[config.mk]
export PLATFORM = sky130hd
export DESIGN_NAME = shared_reg_arbiter
export DESIGN_NICKNAME = d
export VERILOG_FILES = /design/src/rtl/shared_reg_arbiter_pkg.sv /design/src/rtl/shared_reg_arbiter_rr_pick.sv /design/src/rtl/shared_reg_arbiter.sv
export SDC_FILE = /design/constraint.sdc
export NUM_CORES = 1
export LEC_CHECK = 0
export ABC_AREA = 1
export ABC_CLOCK_PERIOD_IN_PS = 1100
export CORE_MARGIN = 5
export CORE_UTILIZATION = 30
export CTS_CLUSTER_SIZE = 14
export DETAILED_ROUTE_END_ITERATION = 8
export PLACE_DENSITY = 0.7
export SLEW_MARGIN = 0
export SYNTH_ARGS = -nofsm -noshare
export SYNTH_HDL_FRONTEND = slang
export SYNTH_SLANG_ARGS = --single-unit
[constraint.sdc]
create_clock -name clk -period 1.1 [get_ports clk]
set_input_delay 0.22 -clock clk [delete_from_list [all_inputs] [get_ports clk]]
set_output_delay 0.22 -clock clk [all_outputs]
set_load 0.05 [all_outputs]
[src/rtl/shared_reg_arbiter_pkg.sv]
// Shared types and helpers for the round-robin shared-register write arbiter.
package shared_reg_arbiter_pkg;

   typedef enum logic {
      IDLE  = 1'b0,
      WRITE = 1'b1
   } state_t;

   // Index reached by stepping 'offset' places from 'base' around a ring of n entries.
   function automatic int rotate_idx(input int base, input int offset, input int n);
      return (base + offset) % n;
   endfunction

endpackage

[src/rtl/shared_reg_arbiter_rr_pick.sv]
// Rotated priority encoder: first set bit of 'eligible' searching ptr, ptr+1, ... mod N_REQ.
module shared_reg_arbiter_rr_pick
   import shared_reg_arbiter_pkg::*;
#(
   parameter int N_REQ = 4,
   parameter int IDX_W = $clog2(N_REQ)
) (
   input  logic [N_REQ-1:0] eligible,
   input  logic [IDX_W-1:0] ptr,
   output logic             any,
   output logic [IDX_W-1:0] winner
);

   // rotated[k] is the request sitting k places after the pointer
   logic [N_REQ-1:0] rotated;

   for (genvar gi = 0; gi < N_REQ; gi++) begin : g_rot
      assign rotated[gi] = eligible[IDX_W'(rotate_idx(int'(ptr), gi, N_REQ))];
   end

   always_comb begin
      winner = '0;
      for (int k = N_REQ - 1; k >= 0; k--) begin
         if (rotated[k]) begin
            winner = IDX_W'(rotate_idx(int'(ptr), k, N_REQ));
         end
      end
   end

   assign any = |eligible;

endmodule

[src/rtl/shared_reg_arbiter.sv]
// Round-robin write arbiter in front of one shared register with true/complement outputs.
module shared_reg_arbiter
   import shared_reg_arbiter_pkg::*;
#(
   parameter int N_REQ  = 4,
   parameter int DATA_W = 8,
   parameter int IDX_W  = $clog2(N_REQ)
) (
   input  logic                    clk,
   input  logic                    reset,
   input  logic [N_REQ-1:0]        req,
   input  logic [N_REQ*DATA_W-1:0] data,
   output logic [N_REQ-1:0]        gnt,
   output logic [N_REQ-1:0]        ack,
   output logic [DATA_W-1:0]       q,
   output logic [DATA_W-1:0]       qbar,
   output logic                    q_valid,
   output logic [IDX_W-1:0]        last_src
);

   state_t            state_reg, state_next;
   logic [IDX_W-1:0]  ptr_reg, ptr_next;
   logic [IDX_W-1:0]  win_idx_reg, win_idx_next;
   logic [N_REQ-1:0]  gnt_reg, gnt_next;
   logic [N_REQ-1:0]  ack_reg, ack_next;
   logic [DATA_W-1:0] q_reg, q_next;
   logic [DATA_W-1:0] qbar_reg, qbar_next;
   logic              q_valid_reg, q_valid_next;
   logic [IDX_W-1:0]  last_src_reg, last_src_next;

   logic [DATA_W-1:0] data_arr [N_REQ];
   logic [N_REQ-1:0]  eligible;
   logic              pick_any;
   logic [IDX_W-1:0]  pick_winner;

   for (genvar gi = 0; gi < N_REQ; gi++) begin : g_unpack
      assign data_arr[gi] = data[gi*DATA_W +: DATA_W];
   end

   // A requester in its ack cycle is masked so a late req drop cannot win again
   assign eligible = req & ~ack_reg;

   shared_reg_arbiter_rr_pick #(
      .N_REQ (N_REQ),
      .IDX_W (IDX_W)
   ) u_rr_pick (
      .eligible (eligible),
      .ptr      (ptr_reg),
      .any      (pick_any),
      .winner   (pick_winner)
   );

   always_comb begin
      state_next    = state_reg;
      ptr_next      = ptr_reg;
      win_idx_next  = win_idx_reg;
      gnt_next      = '0;
      ack_next      = '0;
      q_next        = q_reg;
      qbar_next     = qbar_reg;
      q_valid_next  = q_valid_reg;
      last_src_next = last_src_reg;
      case (state_reg)
         IDLE: begin
            if (pick_any) begin
               gnt_next     = N_REQ'(1) << pick_winner;
               win_idx_next = pick_winner;
               state_next   = WRITE;
            end
         end
         WRITE: begin
            q_next        = data_arr[win_idx_reg];
            qbar_next     = ~data_arr[win_idx_reg];
            ack_next      = N_REQ'(1) << win_idx_reg;
            last_src_next = win_idx_reg;
            q_valid_next  = 1'b1;
            ptr_next      = IDX_W'(rotate_idx(int'(win_idx_reg), 1, N_REQ));
            state_next    = IDLE;
         end
      endcase
   end

   always_ff @(posedge clk) begin
      if (reset) begin
         state_reg    <= IDLE;
         ptr_reg      <= '0;
         win_idx_reg  <= '0;
         gnt_reg      <= '0;
         ack_reg      <= '0;
         q_reg        <= '0;
         qbar_reg     <= '0;
         q_valid_reg  <= 1'b0;
         last_src_reg <= '0;
      end else begin
         state_reg    <= state_next;
         ptr_reg      <= ptr_next;
         win_idx_reg  <= win_idx_next;
         gnt_reg      <= gnt_next;
         ack_reg      <= ack_next;
         q_reg        <= q_next;
         qbar_reg     <= qbar_next;
         q_valid_reg  <= q_valid_next;
         last_src_reg <= last_src_next;
      end
   end

   assign gnt      = gnt_reg;
   assign ack      = ack_reg;
   assign q        = q_reg;
   assign qbar     = qbar_reg;
   assign q_valid  = q_valid_reg;
   assign last_src = last_src_reg;

endmodule
==> results.tsv <==
stage	metric	value	unit
clock_network	cts_buffers	5	
logic_synthesis	syn-cell-area	0.00145	mm2
global_route	grt_max_degree	19	
global_route	grt_pass1_wl	7290	um
critical_path	slowest_stage	dfxtp_4	
sta	fmax	787	MHz
status	status	finished with violations	
floorplanning	dieArea	0.00634	mm2
place	post-place-ws	-0.495	ns
floorplanning	die_w	79.6	um
min_path	min_path_type	register to register	
place	portBuffers	64	
final_layout	fillCellCount	403	
sta	maxSlewViolCount	0	
critical_path	cp-end-kind	register	
logic_synthesis	yosys.area.top_type_share	0.441	
power	p_leak	1.23	nW
logic_synthesis	yosysSeqAreaShare	0.441	
clock_network	h-tree-depth	2	
floorplanning	die_h	79.6	um
floorplanning	initial_core_util	0.308	
clock_network	cts_tree	done	
clock_network	cts_hold_buffers	0	
clock_network	clkTransAtPathRegs	0.07	ns
global_route	grt_overflow	0	
min_path	worstHoldPathCells	2	
sta	period_minus_slack	1.27	ns
status	violations	setup timing	
logic_synthesis	synth_nets	234	
routing	num_vias	1672	
critical_path	crit_buf_inv	2	
critical_path	criticalPathCategory	register to register	
final_layout	area_growth	93.9	%
sta	finClkSkew	0.0103	ns
global_route	grt_pass1_vias	1620	
routing	drc_errors	0	
clock_network	clockRootBuffer	clkbuf_8	
place	gp_congestion	0.876	
routing	first_pass_iters	4	
critical_path	cp_cell_sequence	nand3_2 -> nand2_2 -> nand2_2 -> nand2_1 -> inv_1 -> nand2_2 -> nand2_2 -> nand2_2 -> nand2_2 -> inv_2 -> nor2_2	
floorplanning	core	0.00472	mm2
routing	dr.first_iter.drc_count	46	
global_route	grt_usage	0.148	
logic_synthesis	synth_area_per_cell	7.42	um2
power	powerDensity	1450	mW/mm2
sta	hold_slack	0.495	ns
power	peakVddDrop	0.921	mV
logic_synthesis	yosysTopAreaCell	dfxtp_1	
final_layout	final_common_cell	clkdlybuf4s50_1	
sta	hold_viol_final	0	
critical_path	cp_top_family	simple AND/OR/NAND/NOR gates	
floorplanning	num_rows	25	
clock_network	cts_buffer_depth	2	
sta	max_slew_margin	0.824	
critical_path	cp_slowest_stage_delay	0.46	ns
sta	post-route-period-util	1.15	
sta	setup_viol	16	
logic_synthesis	synth_seq_cells	32	
critical_path	cp.required	1.29	ns
job	cap_violations	0	
floorplanning	io_pins	65	
final_layout	mostFrequentLayoutCells	clkdlybuf4s50_1, nand2_1, buf_12, nor2_1, dfxtp_1	
logic_synthesis	ys_types	22	
sta	tightestPinTransition	0.265	ns
place	hpwl	3450	um
clock_network	insertion_delay	0.29	ns
sta	rsz0062_at_grt	yes	
critical_path	start_kind	register	
logic_synthesis	synthCells	196	
logic_synthesis	ys.warnings.count	0	
sta	setup-tns-final	-0.983	ns
global_route	antenna_found_initial	0	
critical_path	reg2reg_depth	11	
final_layout	diodes	0	
routing	wl	4690	um
critical_path	worstPathArrival	1.46	ns
routing	vias_per_cell	4.76	
routing	wl_per_cell	13.4	um
routing	ant_nets	0	
sta	setup_ws	-0.170	ns
logic_synthesis	ys_top_cells_by_area	dfxtp_1, nand2_1, nor2_1	
clock_network	cts.sinks	32	
critical_path	worst-path-stages	11	
critical_path	worst_path_most_repeated_cell	nand2_2	
final_layout	drive_above_1_share	0.366	
final_layout	final_net_count	321	
critical_path	cp_max_fo	8	
-- per-layer routing --
layer,track usage,wire length [um],vias up
li1,-,-,833
met4,0.0515,126,0
met3,0.0734,466,14
met5,0,0,-
met1,0.159,1790,756
met2,0.252,2310,69
-- cell families (layout without fill, tap and decap cells) --
family | after synthesis | in the layout | synth area share
AO/OA/AOI/OAI | 48 | 48 | 0.217
XOR/XNOR | 2 | 2 | 0.0121
buffers and inverters | 28 | 116 | 0.0826
AND/OR/NAND/NOR | 86 | 86 | 0.248
flip-flops | 32 | 32 | 0.441
-- synth_stat cells --
library cell and count:
nor2_2 2, xnor2_1 1, buf_6 1, dfxtp_1 32, o22ai_1 3, nor3_1 3, nand3_1 10, nand3_2 1
a21oi_1 11, clkbuf_1 5, a31oi_1 1, nand2_2 4, o221ai_1 8, o211a_1 8, inv_4 1, xor2_1 1
inv_1 11, nand2_1 39, inv_2 6, nor2_1 27, o21ai_0 17, buf_2 4
-- final timing paths --
| check | start | to | slack [ns] |
|---|---|---|---|
| worst max-delay path | ptr_reg[0]$_SDFFE_PP0P_ | gnt[3]$_SDFF_PP0_ | -0.17 |
| worst min-delay path | last_src[0]$_SDFFE_PP0P_ | last_src[0]$_SDFFE_PP0P_ | 0.50 |
| worst max register to register | ptr_reg[0]$_SDFFE_PP0P_ | gnt[3]$_SDFF_PP0_ | -0.17 |
| worst min register to register | last_src[0]$_SDFFE_PP0P_ | last_src[0]$_SDFFE_PP0P_ | 0.50 |
-- area by class of cell --
class	instances	area (um2)	share of cell area
repair buffers	90	1120	0.398
clock buffers	7	76.3	0.0271
well taps	67	83.8	0.0297
clock inverters	1	3.75	0.00133
flip-flops and latches	32	664	0.236
multi-input cells	136	791	0.281
inverters	18	77.6	0.0275
-- power by group --
group,internal [mW],leakage [nW],switching (mW),total (mW)
clock network,0.440,0.0399,0.412,0.851
registers,1.29,0.268,0.155,1.45
logic,0.857,0.922,0.934,1.79
total,2.59,1.23,1.50,4.09
-- tightest hold or removal path: cells and delay by family (launching register included) --
kind / cells / cell delay, ns
flip-flops: 1 / 0.34
AND/OR/NAND/NOR: 1 / 0.06
AO/OA/AOI/OAI: 1 / 0.05
-- repair_timing --
item / in CTS / in global routing
cloned: 0 / 1
resized for setup: 22 / 17
buffers inserted: 3 / 2
endpoints found under the setup margin: 28 / 33
pin swaps: 5 / 6
-- metrics by stage --
step | total power [mW] | area, um2 | util | instances
final | 4.09 | 2820 | 0.597 | 351
after detailed placement | 3.16 | 2630 | 0.557 | 339
after floorplan | 2.31 | 1510 | - | 196
after global placement | 3.13 | 2630 | 0.557 | 339
after global routing | 4.31 | 2820 | 0.597 | 351
after CTS | 4.09 | 2780 | 0.588 | 350
Power figures use the tool's default switching activity.
